`src/rtl/logic_op_pkg.sv`:
```
// Shared types and constants for the shared bitwise logic unit and its two-port arbiter.
package logic_op_pkg;

  localparam int OPS_CNT_W = 8;

  typedef enum logic [1:0] {
    OR   = 2'b00,
    AND  = 2'b01,
    XOR  = 2'b10,
    NAND = 2'b11
  } op_e;

  typedef enum logic [1:0] {
    IDLE = 2'b00,
    EXEC = 2'b01,
    RESP = 2'b10
  } state_e;

endpackage

```
`src/rtl/logic_op_unit.sv`:
```
// Combinational bitwise logic unit: OR / AND / XOR / NAND of two WIDTH-bit operands.
module logic_op_unit
  import logic_op_pkg::*;
#(
  parameter int WIDTH = 8
) (
  input  logic [WIDTH-1:0] a,
  input  logic [WIDTH-1:0] b,
  input  op_e              op,
  output logic [WIDTH-1:0] y
);

  // Opcode decode into the selected bitwise function
  always_comb begin
    y = '0;
    case (op)
      OR:      y = a | b;
      AND:     y = a & b;
      XOR:     y = a ^ b;
      NAND:    y = ~(a & b);
      default: y = '0;
    endcase
  end

endmodule

```
`src/rtl/logic_op_arbiter.sv`:
```
// Round-robin arbiter serialising two requesters onto one logic_op_unit,
// with valid/ready capture on the request side and a held result on the response side.
module logic_op_arbiter
  import logic_op_pkg::*;
#(
  parameter int WIDTH = 8
) (
  input  logic                 clk,
  input  logic                 rst,
  input  logic                 req0_valid,
  output logic                 req0_ready,
  input  logic [WIDTH-1:0]     req0_a,
  input  logic [WIDTH-1:0]     req0_b,
  input  logic [1:0]           req0_op,
  input  logic                 req1_valid,
  output logic                 req1_ready,
  input  logic [WIDTH-1:0]     req1_a,
  input  logic [WIDTH-1:0]     req1_b,
  input  logic [1:0]           req1_op,
  output logic                 res_valid,
  input  logic                 res_ready,
  output logic [WIDTH-1:0]     res_data,
  output logic                 res_id,
  output logic                 busy,
  output logic [OPS_CNT_W-1:0] ops_done
);

  state_e                 state_q;
  logic                   last_grant_q;
  logic [WIDTH-1:0]       a_q;
  logic [WIDTH-1:0]       b_q;
  op_e                    op_q;
  logic                   id_q;
  logic                   res_valid_q;
  logic [WIDTH-1:0]       res_data_q;
  logic                   res_id_q;
  logic                   busy_q;
  logic [OPS_CNT_W-1:0]   ops_done_q;
  logic [OPS_CNT_W-1:0]   ops_done_d;

  logic                   grant_s;
  logic                   accept_s;
  logic [WIDTH-1:0]       a_sel_s;
  logic [WIDTH-1:0]       b_sel_s;
  logic [1:0]             op_sel_s;
  logic [WIDTH-1:0]       y_s;

  // Grant: a lone requester wins; on a tie the one not granted last time wins
  always_comb begin
    grant_s = 1'b0;
    if (req0_valid && req1_valid) begin
      grant_s = ~last_grant_q;
    end else if (req1_valid) begin
      grant_s = 1'b1;
    end else begin
      grant_s = 1'b0;
    end
  end

  // Readies only in IDLE and never during reset; operand mux follows the grant
  always_comb begin
    req0_ready = 1'b0;
    req1_ready = 1'b0;
    if (!rst && (state_q == IDLE)) begin
      req0_ready = req0_valid && !grant_s;
      req1_ready = req1_valid && grant_s;
    end else begin
      req0_ready = 1'b0;
      req1_ready = 1'b0;
    end
    accept_s   = req0_ready || req1_ready;
    a_sel_s    = grant_s ? req1_a  : req0_a;
    b_sel_s    = grant_s ? req1_b  : req0_b;
    op_sel_s   = grant_s ? req1_op : req0_op;
    ops_done_d = ops_done_q + OPS_CNT_W'(1);
  end

  logic_op_unit #(
    .WIDTH(WIDTH)
  ) u_unit (
    .a  (a_q),
    .b  (b_q),
    .op (op_q),
    .y  (y_s)
  );

  // FSM with capture registers, registered result and completion counter
  always_ff @(posedge clk) begin
    if (rst) begin
      state_q      <= IDLE;
      last_grant_q <= 1'b1;
      a_q          <= '0;
      b_q          <= '0;
      op_q         <= OR;
      id_q         <= 1'b0;
      res_valid_q  <= 1'b0;
      res_data_q   <= '0;
      res_id_q     <= 1'b0;
      busy_q       <= 1'b0;
      ops_done_q   <= '0;
    end else begin
      case (state_q)
        IDLE: begin
          if (accept_s) begin
            a_q          <= a_sel_s;
            b_q          <= b_sel_s;
            op_q         <= op_e'(op_sel_s);
            id_q         <= grant_s;
            last_grant_q <= grant_s;
            busy_q       <= 1'b1;
            state_q      <= EXEC;
          end
        end
        EXEC: begin
          res_data_q  <= y_s;
          res_id_q    <= id_q;
          res_valid_q <= 1'b1;
          state_q     <= RESP;
        end
        RESP: begin
          if (res_ready) begin
            res_valid_q <= 1'b0;
            busy_q      <= 1'b0;
            ops_done_q  <= ops_done_d;
            state_q     <= IDLE;
          end
        end
        default: begin
          res_valid_q <= 1'b0;
          busy_q      <= 1'b0;
          state_q     <= IDLE;
        end
      endcase
    end
  end

  assign res_valid = res_valid_q;
  assign res_data  = res_data_q;
  assign res_id    = res_id_q;
  assign busy      = busy_q;
  assign ops_done  = ops_done_q;

endmodule

```
`config.mk`:
```
export PLATFORM = sky130hd
export DESIGN_NAME = logic_op_arbiter
export DESIGN_NICKNAME = d
export VERILOG_FILES = /design/src/rtl/logic_op_pkg.sv /design/src/rtl/logic_op_unit.sv /design/src/rtl/logic_op_arbiter.sv
export SDC_FILE = /design/constraint.sdc
export NUM_CORES = 1
export LEC_CHECK = 0
export ABC_CLOCK_PERIOD_IN_PS = 1800
export CAP_MARGIN = 5
export CORE_MARGIN = 2
export CORE_UTILIZATION = 45
export CTS_CLUSTER_SIZE = 20
export DETAILED_ROUTE_END_ITERATION = 7
export PLACE_DENSITY = 0.83
export SYNTH_ARGS = -nofsm -noshare
export SYNTH_HDL_FRONTEND = slang
export SYNTH_SLANG_ARGS = --single-unit
```
`constraint.sdc`:
```
create_clock -name clk -period 1.8 [get_ports clk]
set_input_delay 0.36 -clock clk [delete_from_list [all_inputs] [get_ports clk]]
set_output_delay 0.36 -clock clk [all_outputs]
set_load 0.02 [all_outputs]
```
==> results.txt, run 1 <==
Post-Place Cells: 390
# Max-Cap Violations: 0
Clock Power Share: 0.348
Commonest cells post-synth: dfxtp_1, nand2_1, a21oi_1
Crit path max-delay family: buffers and inverters
CP peak stage delay: 0.46 ns
Area share of the leading cell type in the synthesized netlist: 0.361
Gr usage total: 0.200
CP Capture Type: output pin
Avg Cell Area, Syn: 8.38 sq um
Total number of vias: 2097
Final hold vios: 0
Buf/Inv on CP: 2
Highest clock rate: 0.576 GHz
R2r setup slk: 0.35 ns
CTS clk-pin slew, worst paths: 0.08 ns
Final Slew Violations: 0
Input/output buffers: 61
Total chip power: 2.48 mW
Synth warnings: 0
CP Launch Type: input pin
Fillers: 403
R2r endpoint: ops_done[6]$_SDFFE_PP0P_
Area Growth Syn to Fin: 36.7%
Io pins: 62
Final Util: 0.649
Synth Register Bits: 41
CTS Sinks: 41
Total core area: 4790 sq um
Die span in x: 75.1 um
Worst-Skew Late Latency: 0.29 ns
H-Tree Depth: 2
Non-Filler Instances: 398
Initial DRC count: 120
CTS tree: built
TritonRoute pass-1 iters: 4
RSZ-0062 raised after global routing: false
Arr. time, crit path: 1.37 ns
FFs w/ async S/R, synth: 0
Register area share after synthesis: 0.361
Initial antenna violation count: 0
Final worst setup slack: 0.0651 ns
HP Class: reg -> reg
Distinct cells, synth: 41
Slowest cell on crit path: clkdlybuf4s50_1
Vias in the first global route: 1878
Worst-margin pin slew: 0.513 ns
Hold path depth: 1
Final HPWL DP: 3.82 mm
Nets: 388
Initial core utilization: 0.475
N_diodes: 0
Layout cell share with drive strength beyond 1: 0.0967
Min Tclk post-route: 1.73 ns
Final TNS setup: 0 ns
Beginning of the worst hold path: busy$_SDFFE_PP0P_
Residual DRC: 0
Commonest register cell after synthesis: dfxtp_1
Detail Route Antenna Nets: 0
Final std cell area, no fill: 3110 sq um
Reg2Reg Depth: 4
Cell area after synthesis: 2270 sq um
CTS Buf Count: 5
Crit-path cells: clkdlybuf4s50_1 -> a21bo_2 -> and3_1 -> buf_2
Clock Path Buffers: 2
Worst R2R Start: state_q[0]$_SDFFE_PP0P_
Worst-path fanout max: 5
Worst slew margin: 0.657
CP required: 1.44 ns
Clock Skew: 0.00292 ns
Die ar.: 5630 sq um
Drt wl/cell: 12.8 um
Post-CTS setup buffer count: 0
Crit Path Category: in -> out
Status: completed
Ranking of synthesized cells by area: dfxtp_1, ha_1, a311oi_1, nand2_1, a21oi_1
Sequential Power Share: 0.422
Hold endpoint: busy$_SDFFE_PP0P_
Most area-hungry cell type in the Yosys netlist: dfxtp_1
Routability-driven placement congestion ratio: 0.756
Comb pwr share: 0.229
Period utilisation layout: 0.964
Mapped Cells: 271
Root Driver: clkbuf_8
Leakage power: 1.22 nW
WHS: 0.454 ns
Die Y: 75.1 um
Rows: 25
Worst VDD drop: 0.000459 V
P_int: 1.83 mW
Synthesized Nets: 329
Sw Ratio: 0.263
Number of synthesized flops with an enable pin: 0
Pre-CTS setup slack: -0.379 ns
Largest net degree at the start of global routing: 41
Final WL: 5.10 mm
PwrDens: 799 nW/um^2
First-pass GRT wire length: 8.67 mm
Sw Pwr: 653 uW
Overflow after GRT: 0
Final Setup Violations: 0
Drt via density: 5.27
Post-DP Area: 2970 sq um
timing repair:
action / CTS / global route
setup endpoints to repair: 2 / 1
pin swaps: 0 / 0
hold buffers: 0 / 0
resized for setup: 8 / 2
state kept, by name, indices dropped and copies added (netlist names), 2 cells and up:
| register | count |
|---|---|
| op_q | 2 |
| state_q | 2 |
| b_q | 8 |
| a_q | 8 |
| res_data | 8 |
| ops_done | 8 |
cells in the final DEF, fill, tap and decap left out, drive strengths merged, types with 8 or more instances in the layout:
| master | netlist | routed |
|---|---|---|
| clkdlybuf4s50 | 0 | 58 |
| nand2 | 41 | 41 |
| dfxtp | 41 | 41 |
| a21oi | 25 | 25 |
| a311oi | 19 | 19 |
| inv | 17 | 17 |
| ha | 17 | 17 |
| buf | 11 | 15 |
| nor2 | 14 | 14 |
| o31ai | 10 | 10 |
| and2 | 9 | 9 |
| nand3b | 8 | 8 |
power by group through the flow:
stage / combinational, mW / sequential, mW / clock [mW]
6_report: 0.569 / 1.05 / 0.864
5_1_grt: 0.637 / 1.06 / 0.927
4_1_cts: 0.573 / 1.05 / 0.887
3_5_place_dp: 0.574 / 1.07 / 0
3_3_place_gp: 0.553 / 1.06 / 0
2_1_floorplan: 0.335 / 1.07 / 0
layer usage:
layer  track usage  share of wire
met3        0.0428          0.062
met5             0              0
met1         0.280           0.47
met4        0.0754          0.022
met2         0.301           0.45
cell type report:
class	instances	area, sq um	area share
flip-flops and latches	41	821	0.264
well taps	67	83.8	0.0270
inverters	17	63.8	0.0205
clock inverters	3	65.1	0.0210
clock buffers	5	68.8	0.0222
multi-input cells	191	1290	0.415
repair buffers	74	713	0.230
cells by family (layout without fill, tap and decap cells):
logic type | count (synthesis) | count (layout) | share of synthesized area
AOI/OAI and AO/OA | 71 | 71 | 0.218
xor gates and xnor gates | 10 | 10 | 0.0385
adders and majority gates | 17 | 17 | 0.0936
buffers and inverters | 39 | 99 | 0.0760
DFF | 41 | 41 | 0.361
muxes | 1 | 1 | 0.00441
and+or+nand+nor | 92 | 92 | 0.208
worst register-to-register path: stages (launching register included):
cell	delay, ns
dfxtp_1	0.34
buf_4	0.17
nand3b_4	0.20
or4_1	0.52
a21oi_1	0.14
worst max path at each step:
stage	endpoint	startpoint	slack (ns)	depth (start not counted)
global placement	req0_ready	rst	-0.33	4
finish	req0_ready	req0_valid	0.07	4
global route	req0_ready	rst	0.0005	4
detailed placement	req0_ready	rst	-0.38	4
CTS	req0_ready	req1_valid	0.03	4
floorplan	req0_ready	req1_valid	0.18	4
(Power assumes the default switching activity.)
==> inputs of run 2 (changes only) <==
--- a/config.mk
+++ b/config.mk
@@ -7,8 +7,9 @@
 export LEC_CHECK = 0
 export ABC_CLOCK_PERIOD_IN_PS = 1800
 export CAP_MARGIN = 5
-export CORE_MARGIN = 2
+export CORE_MARGIN = 8
 export CORE_UTILIZATION = 45
+export CTS_BUF_LIST = sky130_fd_sc_hd__clkbuf_8
 export CTS_CLUSTER_SIZE = 20
 export DETAILED_ROUTE_END_ITERATION = 7
 export PLACE_DENSITY = 0.83
==> results.txt, run 2 (synthesis results as in run 1) <==
Worst-Skew Late Latency: 0.29 ns (about the same)
Worst-path fanout max: 6 (+1)
Detail Route Antenna Nets: 0 (unchanged)
Final std cell area, no fill: 3080 sq um (-0.85%)
Worst-margin pin slew: 0.507 ns (-0.00665 ns)
Area Growth Syn to Fin: 35.5%
CTS Hold Bufs: 0 (unchanged)
N_diodes: 0 (unchanged)
Overflow after GRT: 0 (unchanged)
RSZ-0062 raised after global routing: false
CP required: 1.44 ns (about the same)
Nets: 388 (unchanged)
Clock Skew: 0.00426 ns (+0.00133 ns)
Slowest cell on crit path: clkdlybuf4s50_1
Crit Path Category: reg -> out
Final hold vios: 0 (unchanged)
Most frequent cells in the layout: clkdlybuf4s50_1, nand2_1, dfxtp_1
Final Slew Violations: 0 (unchanged)
Worst slew margin: 0.662 (+0.00444)
Root Driver: clkbuf_8
CTS Sinks: 41 (unchanged)
Gr usage total: 0.154 (-0.0452)
Total number of vias: 2061 (-1.7%)
Comb pwr share: 0.252 (+0.023)
Min Tclk post-route: 1.71 ns (-0.0291 ns)
CP peak stage delay: 0.64 ns (+0.18 ns)
Highest clock rate: 0.586 GHz (+1.7%)
Residual DRC: 0 (unchanged)
Die ar.: 7580 sq um (+35%)
Io pins: 62 (unchanged)
Routability-driven placement congestion ratio: 0.802 (+6.2%)
Drt wl/cell: 13.9 um (+8.3%)
Initial core utilization: 0.457 (-0.0183)
Final TNS setup: 0 ns (unchanged)
TritonRoute pass-1 iters: 4 (unchanged)
CTS Buf Count: 5 (unchanged)
Die Y: 87.1 um (+16%)
Arr. time, crit path: 1.35 ns (-0.02 ns)
Vias in the first global route: 2094 (+12%)
Initial antenna violation count: 0 (unchanged)
Sw Pwr: 652 uW (about the same)
Drt via density: 5.14 (-2.5%)
First-pass GRT wire length: 9.49 mm (+9.6%)
Input/output buffers: 61 (unchanged)
Clock Power Share: 0.288 (-0.060)
CTS clk-pin slew, worst paths: 0.08 ns (about the same)
CTS tree: built
Post-DP Area: 2980 sq um (+0.13%)
Final Util: 0.619 (-0.0302)
Final Setup Violations: 0 (unchanged)
Rows: 26 (+4.0%)
Final WL: 5.56 mm (+9.1%)
Leakage power: 1.24 nW (+1.2%)
# Max-Cap Violations: 0 (unchanged)
Largest net degree at the start of global routing: 41 (unchanged)
CP Capture Type: output pin
Worst VDD drop: 0.000459 V (about the same)
HP Class: reg -> reg
Total core area: 4980 sq um (+4.0%)
Most common cell after layout, fill and taps aside: clkdlybuf4s50_1
Initial DRC count: 98 (-18%)
Period utilisation layout: 0.948 (-0.0161)
Final HPWL DP: 4.13 mm (+8.1%)
H-Tree Depth: 2 (unchanged)
P_int: 1.62 mW (-11%)
Sw Ratio: 0.287 (+0.0234)
CP Launch Type: flop
WHS: 0.458 ns (+0.00413 ns)
Clock Path Buffers: 2 (unchanged)
PwrDens: 739 nW/um^2 (-7.4%)
Die span in x: 87.1 um (+16%)
Buf/Inv on CP: 1 (-1)
Crit path max-delay family: buffers and inverters
Layout cell share with drive strength beyond 1: 0.0997 (+0.00302)
Crit-path cells: clkdlybuf4s50_1
Sequential Power Share: 0.460 (+0.038)
Status: completed
## run 2: per-stage QoR
step / std cells / power, mW / setup WS [ns]
CTS: 401 / 2.29 / 0.0175
global route: 401 / 2.41 / 0.0248
floorplan: 271 / 1.40 / 0.176
detailed placement: 393 / 1.64 / -0.407
global placement: 393 / 1.62 / -0.363
finish: 401 / 2.28 / 0.0942
## run 2: per-layer routing
metal	up-vias	track usage	part of all wire
li1	1068	-	-
met1	945	0.182	0.47
met2	41	0.258	0.48
met3	7	0.0415	0.043
met4	0	0.0610	0.015
met5	-	0	0
## run 2: power groups by stage
stage	registers, mW	logic, mW	clock network (mW)
3_3_place_gp	1.06	0.556	0
2_1_floorplan	1.07	0.335	0
4_1_cts	1.05	0.579	0.668
6_report	1.05	0.573	0.656
5_1_grt	1.06	0.640	0.707
3_5_place_dp	1.07	0.576	0
## run 2: path summary, 6_finish.rpt
kind	end	slack [ns]	cells past startpoint	start
setup / recovery	ops_done[4]	0.09	1	ops_done[4]$_SDFFE_PP0P_
hold / removal	res_valid$_SDFFE_PP0P_	0.46	1	res_valid$_SDFFE_PP0P_
setup reg to reg	last_grant_q$_SDFFE_PP1P_	0.35	3	state_q[1]$_SDFFE_PP0P_
hold reg to reg	res_valid$_SDFFE_PP0P_	0.46	1	res_valid$_SDFFE_PP0P_
## run 2: cell type report
class	instances	area (sq um)
inverter	17	63.8
tap	70	87.6
clock inverter	1	5.00
sequential	41	821
multi-input combinational	191	1290
clock buffer	7	96.3
timing repair buffer	74	718
fill	424	1900
## run 2: repair_timing
item                       4_1_cts  5_1_grt
gates resized for setup          9        3
buffers inserted                 0        0
setup endpoints to repair        2        2
==> inputs of run 3 (changes only) <==
--- a/config.mk
+++ b/config.mk
@@ -7,12 +7,13 @@
 export LEC_CHECK = 0
 export ABC_CLOCK_PERIOD_IN_PS = 1800
 export CAP_MARGIN = 5
+export CORE_ASPECT_RATIO = 0.6
 export CORE_MARGIN = 8
 export CORE_UTILIZATION = 45
 export CTS_BUF_LIST = sky130_fd_sc_hd__clkbuf_8
 export CTS_CLUSTER_SIZE = 20
 export DETAILED_ROUTE_END_ITERATION = 7
-export PLACE_DENSITY = 0.83
+export PLACE_DENSITY = 0.78
 export SYNTH_ARGS = -nofsm -noshare
 export SYNTH_HDL_FRONTEND = slang
 export SYNTH_SLANG_ARGS = --single-unit
==> results.txt, run 3 (synthesis results as in run 1) <==
Slowest cell on crit path: clkdlybuf4s50_1
Final Slew Violations: 0 (unchanged)
Most common cell after layout, fill and taps aside: clkdlybuf4s50_1
Post-CTS sizing: 9 (unchanged)
N_diodes: 0 (unchanged)
WHS: 0.455 ns (-0.00228 ns)
Gr usage total: 0.154 (-0.000341)
Post-CTS setup buffer count: 0 (unchanged)
Worst-path fanout max: 3 (-3)
CTS Sinks: 41 (unchanged)
Pre-CTS setup slack: -0.367 ns (+0.0400 ns)
Overflow after GRT: 0 (unchanged)
Vias in the first global route: 1917 (-8.5%)
Min Tclk post-route: 1.75 ns (+0.0421 ns)
PwrDens: 730 nW/um^2 (-1.2%)
Worst-Skew Late Latency: 0.29 ns (about the same)
Die Y: 71.0 um (-18%)
Crit-path cells: clkdlybuf4s50_1 -> a21bo_2 -> and3_1 -> buf_2
Initial antenna violation count: 0 (unchanged)
Worst-margin pin slew: 0.560 ns (+0.0527 ns)
Io pins: 62 (unchanged)
Final WL: 5.67 mm (+2.0%)
Detail Route Antenna Nets: 0 (unchanged)
Area Growth Syn to Fin: 34.0%
Final worst setup slack: 0.0520 ns (-0.0421 ns)
CTS Buf Count: 5 (unchanged)
First-pass GRT wire length: 9.64 mm (+1.5%)
Initial core utilization: 0.459 (+0.00208)
Worst slew margin: 0.626 (-0.0352)
Buf/Inv on CP: 2 (+1)
Initial DRC count: 102 (+4.1%)
TritonRoute pass-1 iters: 4 (unchanged)
Rows: 20 (-23%)
Final Util: 0.615 (-0.00401)
Post-Place Cells: 388 (-1.3%)
CP peak stage delay: 0.48 ns (-0.16 ns)
Drt wl/cell: 14.3 um (+3.3%)
HP Class: reg -> reg
Nets: 387 (-0.26%)
Routability-driven placement congestion ratio: 0.782 (-2.5%)
Period utilisation layout: 0.971 (+0.0234)
CTS tree: built
CP Launch Type: input pin
Crit path max-delay family: buffers and inverters
Layout cell share with drive strength beyond 1: 0.0939 (-0.00576)
Drt via density: 5.22 (+1.6%)
# Max-Cap Violations: 0 (unchanged)
RSZ-0062 raised after global routing: false
CTS clk-pin slew, worst paths: 0.08 ns (about the same)
CTS Hold Bufs: 0 (unchanged)
Fillers: 421 (-0.71%)
Largest net degree at the start of global routing: 41 (unchanged)
Most frequent cells in the layout: clkdlybuf4s50_1, nand2_1, dfxtp_1
Final HPWL DP: 4.40 mm (+6.5%)
Worst VDD drop: 0.000318 V (-31%)
Crit Path Category: in -> out
Final Setup Violations: 0 (unchanged)
H-Tree Depth: 2 (unchanged)
Clock Path Buffers: 2 (unchanged)
Total chip power: 2.22 mW (-2.3%)
Total number of vias: 2067 (+0.29%)
Final hold vios: 0 (unchanged)
Die ar.: 7650 sq um (+0.98%)
Input/output buffers: 61 (unchanged)
CP required: 1.44 ns (about the same)
Total core area: 4950 sq um (-0.45%)
CP Capture Type: output pin
Root Driver: clkbuf_8
Status: completed
Leakage power: 1.20 nW (-2.6%)
Residual DRC: 0 (unchanged)
Die span in x: 108 um (+24%)
Clock Skew: 0.0110 ns (+0.00675 ns)
Highest clock rate: 0.572 GHz (-2.4%)
Non-Filler Instances: 396 (-1.2%)
Arr. time, crit path: 1.39 ns (+0.04 ns)
-- run 3: cell count changes in the layout (fill, tap and decap cells not counted), sizes merged --
| cell | change |
|---|---|
| clkdlybuf4s50 | +1 |
| clkbuf | -2 |
| inv | +1 |
| dlymetal6s2s | -2 |
| dlygate4sd2 | +1 |
| clkinvlp | +1 |
| buf | -1 |
-- run 3: where the power goes --
group | total [mW] | switching (mW) | internal (mW)
logic | 0.569 | 0.272 | 0.296
clock network | 0.606 | 0.331 | 0.275
registers | 1.05 | 0.0712 | 0.979
total | 2.22 | 0.675 | 1.55
-- run 3: cell type report --
cell class              instances  area [sq um]  area share
clock buffers                   5          68.8      0.0226
clock inverters                 3          21.3     0.00698
inverters                      17          63.8      0.0210
multi-input cells             191          1280       0.422
flip-flops and latches         41           821       0.270
well taps                      66          82.6      0.0271
repair buffers                 73           704       0.231
-- run 3: final timing paths --
path / startpoint / to / slack [ns] / cells past startpoint
worst max-delay path: req1_valid / req0_ready / 0.05 / 4
worst min-delay path: busy$_SDFFE_PP0P_ / busy$_SDFFE_PP0P_ / 0.46 / 1
worst max register to register: op_q[1]$_SDFFE_PP0P_ / res_data[3]$_SDFFE_PP0P_ / 0.28 / 4
worst min register to register: busy$_SDFFE_PP0P_ / busy$_SDFFE_PP0P_ / 0.46 / 1
-- run 3: metal layers --
| metal | track usage | up-vias | wire length (um) | share of wire |
|---|---|---|---|---|
| li1 | - | 1068 | - | - |
| met1 | 0.228 | 931 | 2960 | 0.52 |
| met2 | 0.193 | 63 | 2170 | 0.38 |
| met3 | 0.0598 | 5 | 492 | 0.087 |
| met4 | 0.0459 | 0 | 48 | 0.0085 |
| met5 | 0 | - | 0 | 0 |
-- run 3: metrics by stage --
stage	instance area [sq um]	TNS (ns)
after floorplan	2270	0
after CTS	3040	0
after global placement	2960	-1.71
after global routing	3050	0
final	3050	0
after detailed placement	2960	-2.46
